File: config.mk
export PLATFORM = sky130hd
export DESIGN_NAME = xunit_sha2_round
export DESIGN_NICKNAME = d
export VERILOG_FILES = /design/src/rtl/xunit_sha2_round.sv
export SDC_FILE = /design/constraint.sdc
export NUM_CORES = 2
export LEC_CHECK = 0
export BUFFER_PORTS_ARGS = -buffer_cell sky130_fd_sc_hd__buf_2
export CORE_ASPECT_RATIO = 0.75
export CORE_MARGIN = 2
export CORE_UTILIZATION = 65
export CTS_CLUSTER_DIAMETER = 30
export DETAILED_ROUTE_END_ITERATION = 10
export PLACE_DENSITY = 0.88
export SYNTH_ARGS = -nofsm -noshare
export SYNTH_HDL_FRONTEND = slang
export SYNTH_SLANG_ARGS = --single-unit
File: constraint.sdc
create_clock -name clk -period 13.31 [get_ports clk]
set_input_delay 0.6655 -clock clk [delete_from_list [all_inputs] [get_ports clk]]
set_output_delay 0.6655 -clock clk [all_outputs]
set_load 0.02 [all_outputs]
File: src/rtl/xunit_sha2_round.sv
// SHA-2 compression round engine: start delay, one round per enabled clock, then an optional
// feed-forward of the latched IV. DATA_W=32 gives SHA-256 functions; DATA_W=64 gives SHA-512.
module xunit_sha2_round #(
  parameter int unsigned DATA_W  = 32,
  parameter int unsigned DELAY_W = 32,
  parameter int unsigned ROUNDS  = 64
) (
  input  logic               clk,
  input  logic               rst_n,
  input  logic               running,
  input  logic               run,
  output logic               done,
  input  logic [DATA_W-1:0]  in0,
  input  logic [DATA_W-1:0]  in1,
  input  logic [DATA_W-1:0]  in2,
  input  logic [DATA_W-1:0]  in3,
  input  logic [DATA_W-1:0]  in4,
  input  logic [DATA_W-1:0]  in5,
  input  logic [DATA_W-1:0]  in6,
  input  logic [DATA_W-1:0]  in7,
  input  logic [DATA_W-1:0]  in8,
  input  logic [DATA_W-1:0]  in9,
  input  logic [DELAY_W-1:0] delay0,
  input  logic               ff0,
  output logic [DATA_W-1:0]  out0,
  output logic [DATA_W-1:0]  out1,
  output logic [DATA_W-1:0]  out2,
  output logic [DATA_W-1:0]  out3,
  output logic [DATA_W-1:0]  out4,
  output logic [DATA_W-1:0]  out5,
  output logic [DATA_W-1:0]  out6,
  output logic [DATA_W-1:0]  out7
);

  localparam int unsigned CNT_W = 8;
  localparam int unsigned S0_A  = (DATA_W == 64) ? 28 : 2;
  localparam int unsigned S0_B  = (DATA_W == 64) ? 34 : 13;
  localparam int unsigned S0_C  = (DATA_W == 64) ? 39 : 22;
  localparam int unsigned S1_A  = (DATA_W == 64) ? 14 : 6;
  localparam int unsigned S1_B  = (DATA_W == 64) ? 18 : 11;
  localparam int unsigned S1_C  = (DATA_W == 64) ? 41 : 25;

  typedef enum logic [2:0] {
    ST_IDLE,
    ST_DELAY,
    ST_ROUND,
    ST_FEED,
    ST_DONE
  } state_e;

  state_e                  state_q, state_d;
  logic [DELAY_W-1:0]      dly_q, dly_d;
  logic [CNT_W-1:0]        rnd_q, rnd_d;
  logic [7:0][DATA_W-1:0]  st_q, st_d;
  logic [7:0][DATA_W-1:0]  iv_q, iv_d;
  logic                    done_q, done_d;

  logic [7:0][DATA_W-1:0]  in_c, rin_c, rnd_c;
  logic [DATA_W-1:0]       s0_c, s1_c, ch_c, maj_c, t1_c, t2_c;

  function automatic logic [DATA_W-1:0] rotr(input logic [DATA_W-1:0] x, input int unsigned n);
    return (x >> n) | (x << (DATA_W - n));
  endfunction

  assign in_c = {in7, in6, in5, in4, in3, in2, in1, in0};

  // Round 0 works on the input words; every later round on the registered state.
  assign rin_c = (state_q == ST_DELAY) ? in_c : st_q;

  // One SHA-2 round on rin_c with W=in8, K=in9.
  always_comb begin
    s1_c  = rotr(rin_c[4], S1_A) ^ rotr(rin_c[4], S1_B) ^ rotr(rin_c[4], S1_C);
    ch_c  = (rin_c[4] & rin_c[5]) ^ (~rin_c[4] & rin_c[6]);
    t1_c  = rin_c[7] + s1_c + ch_c + in9 + in8;
    s0_c  = rotr(rin_c[0], S0_A) ^ rotr(rin_c[0], S0_B) ^ rotr(rin_c[0], S0_C);
    maj_c = (rin_c[0] & rin_c[1]) ^ (rin_c[0] & rin_c[2]) ^ (rin_c[1] & rin_c[2]);
    t2_c  = s0_c + maj_c;
    rnd_c    = rin_c << DATA_W;
    rnd_c[0] = t1_c + t2_c;
    rnd_c[4] = rin_c[3] + t1_c;
  end

  // Next-state logic; a run pulse overrides everything, otherwise running gates all progress.
  always_comb begin
    state_d = state_q;
    dly_d   = dly_q;
    rnd_d   = rnd_q;
    st_d    = st_q;
    iv_d    = iv_q;
    done_d  = 1'b0;
    if (run) begin
      state_d = ST_DELAY;
      dly_d   = delay0;
      rnd_d   = '0;
    end else if (running) begin
      case (state_q)
        ST_DELAY: begin
          if (dly_q != '0) begin
            dly_d = dly_q - DELAY_W'(1);
          end else begin
            st_d  = rnd_c;
            iv_d  = in_c;
            rnd_d = CNT_W'(1);
            if (ROUNDS == 1) state_d = ff0 ? ST_FEED : ST_DONE;
            else             state_d = ST_ROUND;
          end
        end
        ST_ROUND: begin
          st_d = rnd_c;
          if (rnd_q == CNT_W'(ROUNDS - 1)) state_d = ff0 ? ST_FEED : ST_DONE;
          else                             rnd_d   = rnd_q + CNT_W'(1);
        end
        ST_FEED: begin
          for (int i = 0; i < 8; i++) st_d[i] = st_q[i] + iv_q[i];
          state_d = ST_DONE;
        end
        default: ;
      endcase
    end
    done_d = (state_d == ST_IDLE) || (state_d == ST_DONE);
  end

  always_ff @(posedge clk or negedge rst_n) begin
    if (!rst_n) begin
      state_q <= ST_IDLE;
      dly_q   <= '0;
      rnd_q   <= '0;
      st_q    <= '0;
      iv_q    <= '0;
      done_q  <= 1'b1;
    end else begin
      state_q <= state_d;
      dly_q   <= dly_d;
      rnd_q   <= rnd_d;
      st_q    <= st_d;
      iv_q    <= iv_d;
      done_q  <= done_d;
    end
  end

  assign done = done_q;
  assign out0 = st_q[0];
  assign out1 = st_q[1];
  assign out2 = st_q[2];
  assign out3 = st_q[3];
  assign out4 = st_q[4];
  assign out5 = st_q[5];
  assign out6 = st_q[6];
  assign out7 = st_q[7];

endmodule

==> metrics.cfg <==
[global_routing]
grt_max_degree=207
gr-usage-all-layers=0.441
first_global_vias=43700
grt_pass1_wl_um=254000
grt_overflow_total=0
antenna_violations_before_repair=20

[pwr]
pwr_density_cell_nw_per_um2=207
switching_share=0.422
total_switching_power_w=0.00486
cell_internal_pwr_w=0.00665
post-layout-total-power_w=0.0115
share_clk_of_total_power=0.293
p_seq_frac=0.153
p_leak_nw=30.3
vdd.ir_drop.worst_v=0.000286
p_comb_frac=0.554

[critical_path]
critPathArrivalTime_ps=10830
timing.critical_path.mode_cell=sky130_fd_sc_hd__a21oi_1
cp-end-kind=register
critical_path.n_buffers_inverters=2
crit_slowest_cell=sky130_fd_sc_hd__buf_4
required_ps=13960
max_stage_delay_ps=760
timing.critical_path.from_type=register
critical_path_peak_fanout=51
critPathKind=register to register
critical-path-top-delay-family=compound AO/OA/AOI/OAI gates

[cts]
htreeDepth=4
clock_tree.root_cell=sky130_fd_sc_hd__clkbuf_16
postCtsSetupBuffers=0
clk-insertion-delay-late_ps=760
clock_sinks=556
buffer_levels_on_the_longest_clock_path=3
tritoncts_clock_tree=done
clkSlewWorstSetupHoldPaths_ps=50
cts-buffers-inserted=130

[timing]
layout_worst_path_cycle_share=0.765
worst_slew_margin_rel=0.0178
maxSlewViolCount=0
max_clock_freq_ghz=0.0982
fin_setup_tns_ps=0
final_setup_vio_count=0
fin_skew_ps=30.1
layout_min_cycle_time_ps=10180
worst-slew-pin-transition_ps=1430
report.final.hold_viol_count=0
rsz0062_at_grt=false

[layout]
filler_cell_count=4898
flow.area_growth_from_synthesis_pct=18.4
mostFrequentLayoutCells=612 x sky130_fd_sc_hd__buf_2, 555 x sky130_fd_sc_hd__dfrtp_1, 457 x sky130_fd_sc_hd__o21ai_0, 444 x sky130_fd_sc_hd__a21oi_1, 408 x sky130_fd_sc_hd__nand2_1
drive_above_1_share=0.168
final_common_cell=sky130_fd_sc_hd__buf_2
finalNetCount=6653

[die]
start_util=0.656
die_height_um=237
pin_count=614
core-area_um2=71700
fp-row-count=85
die_area_um2=74600
floorplan.die.width_um=315

[placement]
dp_hpwl_um=122000
gp_congestion=1.02
io_buffer_count=613

[yosys]
syn_area_per_cell_um2=9.02
netlist.top_cell.by_area=sky130_fd_sc_hd__dfrtp_1
synth-seq-cells=556
syn_inst=5213
post_synth_main_area_contributors=sky130_fd_sc_hd__dfrtp_1 30%, sky130_fd_sc_hd__ha_1 9.1%, sky130_fd_sc_hd__mux2_1 5.8%
yosysUniqueCellTypes=85
post_synth_instance_area_um2=47000
synth_edf_count=0
seq_area_frac_synth=0.296
post-synth-top-area-fraction=0.295
synthesis.yosys.warnings=0
synth_nets=6046
async_flop_share=1.00
postSynth.topFlopCell=sky130_fd_sc_hd__dfrtp_1

[routing]
drt_iter0_drc=5454
detail_route.vias_per_cell=6.52
antenna_violating_nets_post_route=0
via_count=45000
drt_pass1_iterations=8
routed_wl_um=168000
drc=0
wire_length_per_cell_um=24.4

[status]
outcome=finished clean

[hold_path]
worst_hold_path_type=input port to register

[flow_run]
cap_viol_max_count=0

## cells by family (layout without fill, tap and decap cells)
group,after synthesis,after routing,synth area share
xor gates and xnor gates,446,446,0.0830
DFF,556,556,0.296
and+or+nand+nor,1223,1223,0.119
other,0,19,0
muxes,540,540,0.123
adders and majority gates,507,507,0.154
buffers and inverters,519,1230,0.0431
AOI/OAI and AO/OA,1422,1422,0.181
## layer usage
| metal | global-route usage | wire (um) | vias to the layer above |
|---|---|---|---|
| met1 | 0.583 | 65000 | 21700 |
| met5 | 0 | 61 | - |
| met3 | 0.126 | 20400 | 675 |
| li1 | - | - | 19700 |
| met2 | 0.658 | 73000 | 2929 |
| met4 | 0.232 | 9530 | 10 |
## final timing paths
path	from	to	slack, ps	depth (start not counted)
worst max-delay path	state_q[0]	out0[31]	3130	31
worst min-delay path	delay0[13]	dly_q[13]	120	3
worst max register to register	state_q[0]	out0[31]	3130	31
worst min register to register	iv_q[37]	iv_q[37]	490	1
max in group asynchronous	rst_n	iv_q[170]	10430	4
min in group asynchronous	rst_n	iv_q[34]	560	2
## Yosys cell counts, drive strengths merged (70+ instances only)
master and count:
inv 330, nand2 409, dfrtp 555, xor2 151
nor2 396, mux2i 228, a21oi 444, clkbuf 119
ha 343, a21o 155, fa 133, xnor2 295
buf 70, nor3 93, o21ai 461, mux2 312
## per-stage QoR
step	util	std cells	cell area (um2)	setup slack, ps	hold WS [ps]
2_1_floorplan	-	5213	47000	4500	370
3_3_place_gp	0.712	6644	51000	3710	471
3_5_place_dp	0.712	6644	51000	3390	480
4_1_cts	0.776	6881	55600	3360	108
5_1_grt	0.776	6892	55700	2560	139
6_report	0.777	6900	55700	3130	124
## area by class of cell
cell class | instances | area, um2 | share of cell area
Clock inverter | 65 | 951 | 0.0171
Tap cell | 957 | 1200 | 0.0215
Clock buffer | 171 | 3640 | 0.0653
Sequential cell | 556 | 13900 | 0.250
Timing Repair Buffer | 664 | 3540 | 0.0635
Multi-Input combinational cell | 4138 | 31200 | 0.560
Inverter | 330 | 1240 | 0.0222
Antenna cell | 19 | 47.5 | 0.000854
## power by group through the flow
stage	Sequential [W]	Clock [W]	Combinational, W
after floorplan	0.00179	0	0.00477
after global placement	0.00178	0	0.00595
after detailed placement	0.00178	0	0.00614
after CTS	0.00176	0.00337	0.00622
after global routing	0.00176	0.00346	0.00701
final	0.00176	0.00338	0.00637
## flip-flops by register name (all words and copies together), names as in the netlist
name     flops
out7        32
out0        32
iv_q       256
out5        32
out6        32
out2        32
out3        32
out4        32
out1        32
dly_q       32
done         1
state_q      3
rnd_q        8
## timing repair
action / 4_1_cts / 5_1_grt
gates resized for setup: 0 / 0
hold buffers: 1 / 0
hold endpoints to repair: 15 / 0
## worst register-to-register path, delay by kind of cell, from the launching register on
kind	cells	cell delay, ps
AOI/OAI and AO/OA	12	3110
adders and majority gates	6	2500
and+or+nand+nor	6	1530
xor gates and xnor gates	4	920
buffers and inverters	2	810
muxes	1	710
DFF	1	540
Note: power is estimated with default switching activity, not from simulation.
